==> config.mk <==
export PLATFORM = sky130hd
export DESIGN_NAME = alu_exec_seq_flat
export DESIGN_NICKNAME = d
export VERILOG_FILES = /design/src/rtl/alu_pkg.sv /design/src/rtl/alu_exec_seq_if.sv /design/src/rtl/alu_exec_seq.sv /design/src/flat_wrapper.sv
export SDC_FILE = /design/constraint.sdc
export NUM_CORES = 1
export LEC_CHECK = 0
export CAP_MARGIN = 20
export CORE_MARGIN = 2
export CORE_UTILIZATION = 44
export DETAILED_ROUTE_END_ITERATION = 10
export GPL_ROUTABILITY_DRIVEN = 0
export PLACE_DENSITY = 0.83
export SLEW_MARGIN = 30
export SYNTH_ARGS = -nofsm -noshare
export SYNTH_HDL_FRONTEND = slang
export SYNTH_SLANG_ARGS = --single-unit
==> constraint.sdc <==
create_clock -name clk -period 2.2 [get_ports clk]
set_input_delay 0.44 -clock clk [delete_from_list [all_inputs] [get_ports clk]]
set_output_delay 0.44 -clock clk [all_outputs]
set_load 0.01 [all_outputs]
==> src/rtl/alu_pkg.sv <==
// Shared ALU definitions: mode codes, flag bit positions, mode decode.
// Also holds the execute-sequencer state type.
package alu_pkg;

   localparam logic [3:0] M_ADD  = 4'b0000;
   localparam logic [3:0] M_SUB  = 4'b0001;
   localparam logic [3:0] M_AND  = 4'b0010;
   localparam logic [3:0] M_NOT  = 4'b0011;
   localparam logic [3:0] M_OR   = 4'b0100;
   localparam logic [3:0] M_XOR  = 4'b0101;
   localparam logic [3:0] M_XNOR = 4'b0110;
   localparam logic [3:0] M_INC  = 4'b0111;
   localparam logic [3:0] M_SHL  = 4'b1000;
   localparam logic [3:0] M_SHR  = 4'b1001;
   localparam logic [3:0] M_ROL  = 4'b1010;
   localparam logic [3:0] M_ROR  = 4'b1011;
   localparam logic [3:0] M_PASS = 4'b1100;
   localparam logic [3:0] M_NAND = 4'b1101;
   localparam logic [3:0] M_NOR  = 4'b1110;
   localparam logic [3:0] M_NEG  = 4'b1111;

   localparam int FL_Z = 3;
   localparam int FL_C = 2;
   localparam int FL_S = 1;
   localparam int FL_O = 0;

   typedef enum logic [2:0] {
      ST_IDLE,
      ST_RD1,
      ST_RD2,
      ST_EXEC,
      ST_WB
   } exec_st_e;

   function automatic logic uses_op1(input logic [3:0] m);
      case (m)
         M_NOT, M_SHL, M_SHR, M_NEG: return 1'b0;
         default:                    return 1'b1;
      endcase
   endfunction

   function automatic logic mode_sets_carry(input logic [3:0] m);
      case (m)
         M_AND, M_NOT, M_OR, M_XOR, M_XNOR,
         M_ROL, M_ROR, M_PASS, M_NAND, M_NOR: return 1'b0;
         default:                             return 1'b1;
      endcase
   endfunction

endpackage

==> src/rtl/alu_exec_seq_if.sv <==
// Request handshake between decode (master) and the execute sequencer.
interface alu_exec_seq_if #(
   parameter int AW = 3,
   parameter int DW = 8
);
   logic          req_valid;
   logic          req_ready;
   logic [3:0]    req_mode;
   logic [AW-1:0] req_src1;
   logic [AW-1:0] req_src2;
   logic [AW-1:0] req_dst;
   logic          req_use_imm;
   logic [DW-1:0] req_imm;
   logic          req_cmp;

   modport master (
      output req_valid, req_mode, req_src1, req_src2,
      output req_dst, req_use_imm, req_imm, req_cmp,
      input  req_ready
   );

   modport slave (
      input  req_valid, req_mode, req_src1, req_src2,
      input  req_dst, req_use_imm, req_imm, req_cmp,
      output req_ready
   );
endinterface

==> src/rtl/alu_exec_seq.sv <==
// Multi-cycle ALU execute sequencer: read operands, execute, write back.
// Optional macro ALU_EXEC_CMP_EN: compare requests skip register write-back.
module alu_exec_seq
   import alu_pkg::*;
#(
   parameter int AW = 3,
   parameter int DW = 8
) (
   input  logic          clk,
   input  logic          rst_n,
   alu_exec_seq_if.slave req,
   output logic [AW-1:0] rf_rd_addr,
   input  logic [DW-1:0] rf_rd_data,
   output logic          alu_en,
   output logic [3:0]    alu_mode,
   output logic [DW-1:0] alu_op1,
   output logic [DW-1:0] alu_op2,
   input  logic [DW-1:0] alu_out,
   input  logic [3:0]    alu_flags,
   output logic          rf_wr_en,
   output logic [AW-1:0] rf_wr_addr,
   output logic [DW-1:0] rf_wr_data,
   output logic [3:0]    flags_q,
   output logic          busy,
   output logic          done
);

   exec_st_e      st_q, st_d;
   logic [3:0]    mode_q;
   logic [AW-1:0] src2_q, dst_q;
   logic [AW-1:0] rd_addr_q, rd_addr_d;
   logic          use_imm_q;
   logic [DW-1:0] op1_q, op2_q, res_q;
   logic [3:0]    fl_q;
   logic          alu_en_q, wr_en_q, done_q;
   logic          busy_q, ready_q, wr_ok;

   // Outputs are registered, so decode them from the next state.
   always_comb begin
      st_d      = st_q;
      rd_addr_d = '0;
      unique case (st_q)
         ST_IDLE: begin
            if (req.req_valid) begin
               if (uses_op1(req.req_mode)) begin
                  st_d      = ST_RD1;
                  rd_addr_d = req.req_src1;
               end else if (!req.req_use_imm) begin
                  st_d      = ST_RD2;
                  rd_addr_d = req.req_src2;
               end else begin
                  st_d = ST_EXEC;
               end
            end
         end
         ST_RD1: begin
            if (use_imm_q) begin
               st_d = ST_EXEC;
            end else begin
               st_d      = ST_RD2;
               rd_addr_d = src2_q;
            end
         end
         ST_RD2:  st_d = ST_EXEC;
         ST_EXEC: st_d = ST_WB;
         ST_WB:   st_d = ST_IDLE;
         default: st_d = ST_IDLE;
      endcase
   end

`ifdef ALU_EXEC_CMP_EN
   logic cmp_q;

   always_ff @(posedge clk or negedge rst_n) begin
      if (!rst_n) begin
         cmp_q <= 1'b0;
      end else if (st_q == ST_IDLE && req.req_valid) begin
         cmp_q <= req.req_cmp;
      end
   end

   assign wr_ok = !cmp_q;
`else
   logic unused_cmp;

   assign unused_cmp = req.req_cmp;
   assign wr_ok      = 1'b1;
`endif

   always_ff @(posedge clk or negedge rst_n) begin
      if (!rst_n) begin
         st_q      <= ST_IDLE;
         mode_q    <= '0;
         src2_q    <= '0;
         dst_q     <= '0;
         use_imm_q <= 1'b0;
         op1_q     <= '0;
         op2_q     <= '0;
         res_q     <= '0;
         fl_q      <= '0;
         flags_q   <= '0;
         rd_addr_q <= '0;
         alu_en_q  <= 1'b0;
         wr_en_q   <= 1'b0;
         done_q    <= 1'b0;
         busy_q    <= 1'b0;
         ready_q   <= 1'b1;
      end else begin
         st_q      <= st_d;
         rd_addr_q <= rd_addr_d;
         alu_en_q  <= (st_d == ST_EXEC);
         wr_en_q   <= (st_d == ST_WB) && wr_ok;
         done_q    <= (st_d == ST_WB);
         busy_q    <= (st_d != ST_IDLE);
         ready_q   <= (st_d == ST_IDLE);
         unique case (st_q)
            ST_IDLE: begin
               if (req.req_valid) begin
                  mode_q    <= req.req_mode;
                  src2_q    <= req.req_src2;
                  dst_q     <= req.req_dst;
                  use_imm_q <= req.req_use_imm;
                  op1_q     <= '0;
                  if (req.req_use_imm) begin
                     op2_q <= req.req_imm;
                  end
               end
            end
            ST_RD1:  op1_q <= rf_rd_data;
            ST_RD2:  op2_q <= rf_rd_data;
            ST_EXEC: begin
               res_q <= alu_out;
               fl_q  <= alu_flags;
            end
            ST_WB: begin
               flags_q <= fl_q;
               // Logic ops leave the architectural carry untouched.
               if (!mode_sets_carry(mode_q)) begin
                  flags_q[FL_C] <= flags_q[FL_C];
               end
            end
            default: ;
         endcase
      end
   end

   assign req.req_ready = ready_q;
   assign rf_rd_addr    = rd_addr_q;
   assign alu_en        = alu_en_q;
   assign alu_mode      = alu_en_q ? mode_q : 4'd0;
   assign alu_op1       = op1_q;
   assign alu_op2       = op2_q;
   assign rf_wr_en      = wr_en_q;
   assign rf_wr_addr    = dst_q;
   assign rf_wr_data    = res_q;
   assign busy          = busy_q;
   assign done          = done_q;

endmodule

==> src/flat_wrapper.sv <==
// flat-port wrapper written by rule: the top's interface ports become plain ports
module alu_exec_seq_flat import alu_pkg::*;
#(
   parameter int AW = 3,
   parameter int DW = 8
)
  (clk, rst_n, rf_rd_addr, rf_rd_data, alu_en, alu_mode, alu_op1, alu_op2, alu_out, alu_flags, rf_wr_en, rf_wr_addr, rf_wr_data, flags_q, busy, done, req_req_valid, req_req_mode, req_req_src1, req_req_src2, req_req_dst, req_req_use_imm, req_req_imm, req_req_cmp, req_req_ready);
  alu_exec_seq_if #(.AW(AW), .DW(DW)) req_i ();
  input  logic clk;
  input  logic rst_n;
  output logic [AW-1:0] rf_rd_addr;
  input  logic [DW-1:0] rf_rd_data;
  output logic alu_en;
  output logic [3:0] alu_mode;
  output logic [DW-1:0] alu_op1;
  output logic [DW-1:0] alu_op2;
  input  logic [DW-1:0] alu_out;
  input  logic [3:0] alu_flags;
  output logic rf_wr_en;
  output logic [AW-1:0] rf_wr_addr;
  output logic [DW-1:0] rf_wr_data;
  output logic [3:0] flags_q;
  output logic busy;
  output logic done;
  input wire logic [$bits(req_i.req_valid)-1:0] req_req_valid;
  input wire logic [$bits(req_i.req_mode)-1:0] req_req_mode;
  input wire logic [$bits(req_i.req_src1)-1:0] req_req_src1;
  input wire logic [$bits(req_i.req_src2)-1:0] req_req_src2;
  input wire logic [$bits(req_i.req_dst)-1:0] req_req_dst;
  input wire logic [$bits(req_i.req_use_imm)-1:0] req_req_use_imm;
  input wire logic [$bits(req_i.req_imm)-1:0] req_req_imm;
  input wire logic [$bits(req_i.req_cmp)-1:0] req_req_cmp;
  output wire logic [$bits(req_i.req_ready)-1:0] req_req_ready;
  assign req_i.req_valid = req_req_valid;
  assign req_i.req_mode = req_req_mode;
  assign req_i.req_src1 = req_req_src1;
  assign req_i.req_src2 = req_req_src2;
  assign req_i.req_dst = req_req_dst;
  assign req_i.req_use_imm = req_req_use_imm;
  assign req_i.req_imm = req_req_imm;
  assign req_i.req_cmp = req_req_cmp;
  assign req_req_ready = req_i.req_ready;
  alu_exec_seq #(.AW(AW), .DW(DW)) u_core (.clk(clk), .rst_n(rst_n), .req(req_i), .rf_rd_addr(rf_rd_addr), .rf_rd_data(rf_rd_data), .alu_en(alu_en), .alu_mode(alu_mode), .alu_op1(alu_op1), .alu_op2(alu_op2), .alu_out(alu_out), .alu_flags(alu_flags), .rf_wr_en(rf_wr_en), .rf_wr_addr(rf_wr_addr), .rf_wr_data(rf_wr_data), .flags_q(flags_q), .busy(busy), .done(done));
endmodule
# After elaboration in Yosys (flattened, before gate mapping)

Memories as Yosys holds them, arrays and structs flattened.
Cells that the tools add are included.

Register bits after elaboration: 53
Bits in read-only memories: 16
Output and inout port bits: 43
Logic and storage cells: 59
Memories kept: 1

Memory list:

| memory          | depth | width | read ports | clocked after Yosys merged registers in | wr ports | RTL line      | source |
|---|---|---|---|---|---|---|---|
| (no name shown) | 16    | 1     | 1          | 0                                       | 0        | alu_pkg.sv:43 | `case (m)` |

Equal/unequal tests: 12
Multiplexer cells: 20
Reductions and logical operators: 10

Operator list:

| cell                 | count |
|---|---|
| $pmux W8 S2          | 2 |
| $mux W8              | 3 |
| $mux W3              | 6 |
| $eq A4 B4 Y1 const B | 3 |
| $pmux W3 S4          | 1 |
| $eq A3 B2 Y1 const B | 3 |
| $eq A3 B3 Y1 const B | 2 |
| $logic_not A3 Y1     | 2 |
| $mux W1              | 6 |
| $pmux W3 S2          | 1 |
| $reduce_and A2 Y1    | 3 |
| $eq A4 B2 Y1 const B | 1 |
| $mux W4              | 1 |
| $ne A2 B2 Y1 const B | 2 |
| $reduce_bool A2 Y1   | 2 |
| $reduce_or A4 Y1     | 1 |
| $eq A3 B1 Y1 const B | 1 |
| $reduce_and A3 Y1    | 1 |
| $reduce_bool A3 Y1   | 1 |

# Longest topological paths before layout

Depth after elaboration: 9
Gate-level depth with buffers: 5
Depth with buffers taken out: 4

# Least setup slack after synthesis

No wires, ideal clock.

Kind: register -> register
Start: reg u_core.st_q[2]
End: reg u_core.op2_q[0], in the netlist u_core.alu_op2[0]
Setup time: 125 ps
Arrival: 1513 ps
Data required time: 2075 ps
Setup slack: 562 ps
Cell stages (with the launch flop): 5
Period minus slack after synthesis: 1638 ps
Path through: dfrtp_1 buf_4 nor3b_4 mux2_2 mux2_2

Cells in the longest elaborated chain, start to end: 3

Ends and longest elaborated chain:

| what                                                         | RTL line            | source |
|---|---|---|
| from (decl)                                                  | alu_exec_seq.sv:28  | `exec_st_e st_q, st_d;` |
| from (signal assigned)                                       | alu_exec_seq.sv:109 | `st_q <= st_d;` |
| $eq A3 B2 Y1 or $logic_not A3 Y1 (tied branches)             | alu_exec_seq.sv:116 | `unique case (st_q)` |
| $reduce_bool A2 Y1 (no line) or $ne A2 B2 Y1 (tied branches) | n/a                 |  |
| $reduce_and A3 Y1 (no line)                                  | n/a                 |  |
| to (signal assigned)                                         | alu_exec_seq.sv:125 | `op2_q <= req.req_imm;` |
| to (signal assigned)                                         | alu_exec_seq.sv:130 | `ST_RD2: op2_q <= rf_rd_data;` |
| to (decl)                                                    | alu_exec_seq.sv:33  | `logic [DW-1:0] op1_q, op2_q, res_q;` |

Parallel ways exist; a longest one is shown, timed or not.
A chain may end at the register's enable or synchronous reset.

# Worst setup path in the final report

Start: in req_req_mode[3]
End: reg u_core.alu_en_q, in the netlist u_core.alu_en

Cells in the longest elaborated chain, start to end: 9

Ends and longest elaborated chain:

| what                                         | RTL line            | source |
|---|---|---|
| from (decl)                                  | flat_wrapper.sv:26  | `input wire logic [$bits(req_i.req_mode)-1:0] req_req_mode;` |
| $eq A4 B2 Y1 or $eq A4 B4 Y1 (tied branches) | alu_pkg.sv:36       | `case (m)` |
| $reduce_or A4 Y1 *                           | alu_pkg.sv:36       |  |
| $mux W1 *                                    | alu_pkg.sv:36       |  |
| $mux W1 *                                    | alu_exec_seq.sv:44  | `if (req.req_valid) begin` |
| $mux W1 *                                    | alu_exec_seq.sv:42  | `unique case (st_q)` |
| $mux W3 *                                    | alu_exec_seq.sv:45  | `if (uses_op1(req.req_mode)) begin` |
| $mux W3 *                                    | alu_exec_seq.sv:44  |  |
| $pmux W3 S4 *                                | alu_exec_seq.sv:42  |  |
| $eq A3 B2 Y1 *                               | alu_exec_seq.sv:111 | `alu_en_q <= (st_d == ST_EXEC);` |
| to (signal assigned)                         | alu_exec_seq.sv:111 |  |
| to (decl)                                    | alu_exec_seq.sv:35  | `logic alu_en_q, wr_en_q, done_q;` |

Every way passes the cells marked *; elsewhere a longest branch is shown, timed or not. The select of a mux whose other input is x is not followed.

==> results.tsv <==
stage	metric	value	unit
pwr	switching_power	0.00150	W
logic_synthesis	ys_ff_latch	53	
clocking	postCtsHoldBufs	0	
pwr	cellLeakagePower	1.48	nW
routing	vias_per_cell	5.13	
floorplanning	io_pins	89	
status	run_status	finished clean	
clocking	cts-root-buf	clkbuf_8	
timing	highest_attainable_clock_frequency	541	MHz
routing	drt_iter0_markers	83	
logic_synthesis	synth_simple_gate_area_share	0.105	
global_routing	via_count_of_the_first_global_routing_pass	1695	
pwr	seq_power_share	0.367	
clocking	cts.htree.levels	2	
hold_path	hold_path_class	input port to async pin	
logic_synthesis	ys_types	37	
timing	worst_pin_slew	0.672	ns
finish	fin_cells	334	
critical_path	critPathArrivalTime	2.05	ns
critical_path	timing.reg2reg.worst_path_depth	4	
routing	finalWirelength	5220	µm
logic_synthesis	async_flop_share	1.00	
critical_path	worstReg2RegStart	u_core.st_q[1]$_DFF_PN0_	
global_routing	number_of_antenna_violations_at_the_first_check_in_global_routing	0	
floorplanning	width_of_the_die	77.7	µm
critical_path	path_class	input port to register	
clocking	number_of_buffers_on_the_longest_clock_path	2	
logic_synthesis	main_combinational_cell_family_by_area_after_synthesis	multiplexers	
global_routing	grt_max_degree	31	
logic_synthesis	synth_fa_ha_area_frac	0	
global_routing	grt_pass1_wl	8470	µm
logic_synthesis	synth-warning-count	0	
pwr	fin_total_pwr	0.00470	W
timing	setup_repair_after_global_routing_missed_its_margin	false	
logic_synthesis	synth.yosys.seq_area_share	0.556	
logic_synthesis	syn-mean-instance-area	14.5	µm²
floorplanning	die-height	77.7	µm
floorplanning	start_util	0.462	
logic_synthesis	synth-edff-count	0	
finish	fraction_of_layout_cells_with_a_size_suffix_above_1	0.280	
logic_synthesis	syn_area	2390	µm²
clocking	tritoncts	built	
timing	fin_crit_sh	0.840	
placement	dp_cells	326	
timing	skew	0.00531	ns
critical_path	cp-end-kind	register	
clocking	clock_sinks	53	
pwr	intPower	0.00320	W
finish	antennaDiodeCount	0	
routing	wire_per_inst	15.6	µm
timing	timing_max_transition_violations_final	0	
finish	area_taken_by_multi_input_logic_gates	981	µm²
logic_synthesis	post_synth_mux_area_share	0.212	
clocking	worst_skew_pair.late_latency	0.30	ns
pwr	power_frac_comb	0.507	
routing	detail_route.drc_violations	0	
timing	maxSlewHeadroom	0.546	
timing	setup_viol	0	
clocking	cts_repair_resize_count	0	
floorplanning	placement_rows	26	
finish	fin_nets	309	
placement	place.detailed.hpwl	3860	µm
routing	post_detailed_route_count_of_antenna_violating_nets	0	
logic_synthesis	synth-compound-area-share	0.0901	
finish	stdcell_area	3480	µm²
pwr	power.share.switching	0.319	
global_routing	grt_overall_usage	0.180	
logic_synthesis	net_count_after_synthesis	211	
run	drv_cap	0	
finish	area_delta_synth_final	45.9	%
critical_path	critical_path.startpoint_type	input port	
pwr	ir_drop	0.825	mV
critical_path	crit_fanout	6	
logic_synthesis	syn-instance-count	165	
timing	tns	0	ns
placement	dpl_cell_area	3380	µm²
routing	drt-pass1-iter-count	4	
floorplanning	overall_die_area	6030	µm²
placement	placement.io_buffers	87	
clocking	cts_buffers	5	
finish	sequential_cell_area	1330	µm²
global_routing	overflow	0	
routing	dr_total_vias	1715	
pwr	power.share.clock	0.126	
logic_synthesis	synth_xor_area_frac	0.00367	
critical_path	worstReg2RegEnd	u_core.alu_op1[7]$_DFFE_PN0P_	
critical_path	data_required_time_of_the_worst_path	2.40	ns
critical_path	ff2ff_setup_slack	0.36	ns
clocking	clkTransAtPathRegs	0.09	ns
finish	final.fill_count	380	
timing	final_period_demand_of_the_worst_path	1.85	ns
floorplanning	core_area	5170	µm²
clocking	cts_post_setup_buffers_inserted	0	
logic_synthesis	synth_flop_cell	dfrtp_1	
timing	timing.final.hold_violations	0	
pwr	cellPowerDensity	1350	nW/µm²
## power by group through the flow
stage | Sequential (W) | Clock [W] | Combinational [W]
after floorplan | 0.00185 | 0 | 0.00125
after global placement | 0.00172 | 0 | 0.00236
after detailed placement | 0.00175 | 0 | 0.00240
after CTS | 0.00173 | 0.000608 | 0.00241
after global routing | 0.00178 | 0.000647 | 0.00256
final | 0.00173 | 0.000591 | 0.00239
## worst max path at each step
| stage | end | cells after the start | start | slack (ns) |
|---|---|---|---|---|
| after floorplan | u_core.alu_op2[0]$_DFFE_PN0P_ | 4 | u_core.st_q[2]$_DFF_PN0_ | 0.56 |
| after global placement | u_core.alu_en$_DFF_PN0_ | 4 | req_req_mode[3] | 0.11 |
| after detailed placement | u_core.alu_en$_DFF_PN0_ | 4 | req_req_mode[3] | 0.05 |
| after CTS | u_core.alu_op1[7]$_DFFE_PN0P_ | 4 | u_core.st_q[1]$_DFF_PN0_ | 0.32 |
| after global routing | u_core.alu_op1[0]$_DFFE_PN0P_ | 4 | u_core.st_q[2]$_DFF_PN0_ | 0.19 |
| final | u_core.alu_en$_DFF_PN0_ | 4 | req_req_mode[3] | 0.35 |
## kinds of logic (layout without fill, tap and decap cells)
kind of cell / after synthesis / count (layout)
buffers and inverters: 11 / 110
flip-flops: 53 / 53
XOR/XNOR: 1 / 1
AND/OR/NAND/NOR: 32 / 32
AO/OA/AOI/OAI: 26 / 26
multiplexers: 42 / 42
## flip-flops by register name, indices dropped and copies added (netlist names)
register,count
u_core.rf_wr_addr,3
u_core.alu_op1,8
u_core.fl_q,4
u_core.use_imm_q,1
u_core.st_q,3
u_core.rf_rd_addr,3
u_core.alu_op2,8
u_core.src2_q,3
u_core.mode_q,4
u_core.flags_q,4
u_core.alu_en,1
u_core.req.req_ready,1
u_core.busy,1
u_core.rf_wr_en,1
u_core.rf_wr_data,8
## placed cells by master, fill, tap and decap left out, types with 2 or more instances in the layout
cell type	count
clkdlybuf4s50_1	86
dfrtp_1	52
mux2_2	33
mux2_4	9
a22o_1	8
buf_4	8
clkbuf_8	7
nand3b_1	5
nand2_1	5
and2_1	4
a21oi_1	4
nor2_1	3
inv_1	3
o2111ai_1	3
o211ai_1	3
or3b_1	2
a21o_1	2
inv_2	2
and3_1	2
buf_12	2
## critical path, stage by stage
cell and delay [ns]:
clkdlybuf4s50_1 0.49, or4bb_1 0.56, a31o_2 0.29, a221oi_2 0.28
## per-stage QoR
step / hold slack, ns / utilization / worst slack [ns]
2_1_floorplan: 0.144 / - / 0.562
3_5_place_dp: 0.466 / 0.654 / 0.0503
6_report: 0.126 / 0.673 / 0.351
5_1_grt: 0.161 / 0.673 / 0.190
3_3_place_gp: 0.463 / 0.654 / 0.108
4_1_cts: 0.132 / 0.673 / 0.320
## cells in the mapped netlist (all sizes together) (2+ instances only)
library cell / n / area [µm²]
a21o: 2 / 15.0
a21oi: 4 / 20.0
a22o: 8 / 70.1
and2: 4 / 25.0
and3: 2 / 12.5
buf: 6 / 60.1
dfrtp: 52 / 1300
inv: 5 / 18.8
mux2: 42 / 507
nand2: 5 / 18.8
nand3b: 5 / 37.5
nor2: 3 / 11.3
nor3b: 2 / 31.3
nor4b: 2 / 32.5
o2111ai: 3 / 26.3
o211ai: 4 / 35.0
or3b: 3 / 26.3
## layer usage
metal	global-route usage	vias to the layer above	share of wire
met5	0	-	0
met4	0.0589	0	0.011
met1	0.240	858	0.44
met3	0.0372	4	0.042
li1	-	801	-
met2	0.294	52	0.51
## layout make-up
cell class              instances  area share
flip-flops and latches         53       0.381
clock buffers                   7      0.0277
well taps                      70      0.0252
inverters                       5     0.00539
clock inverters                 1     0.00144
multi-input cells             101       0.282
repair buffers                 97       0.277
(Power assumes the default switching activity.)
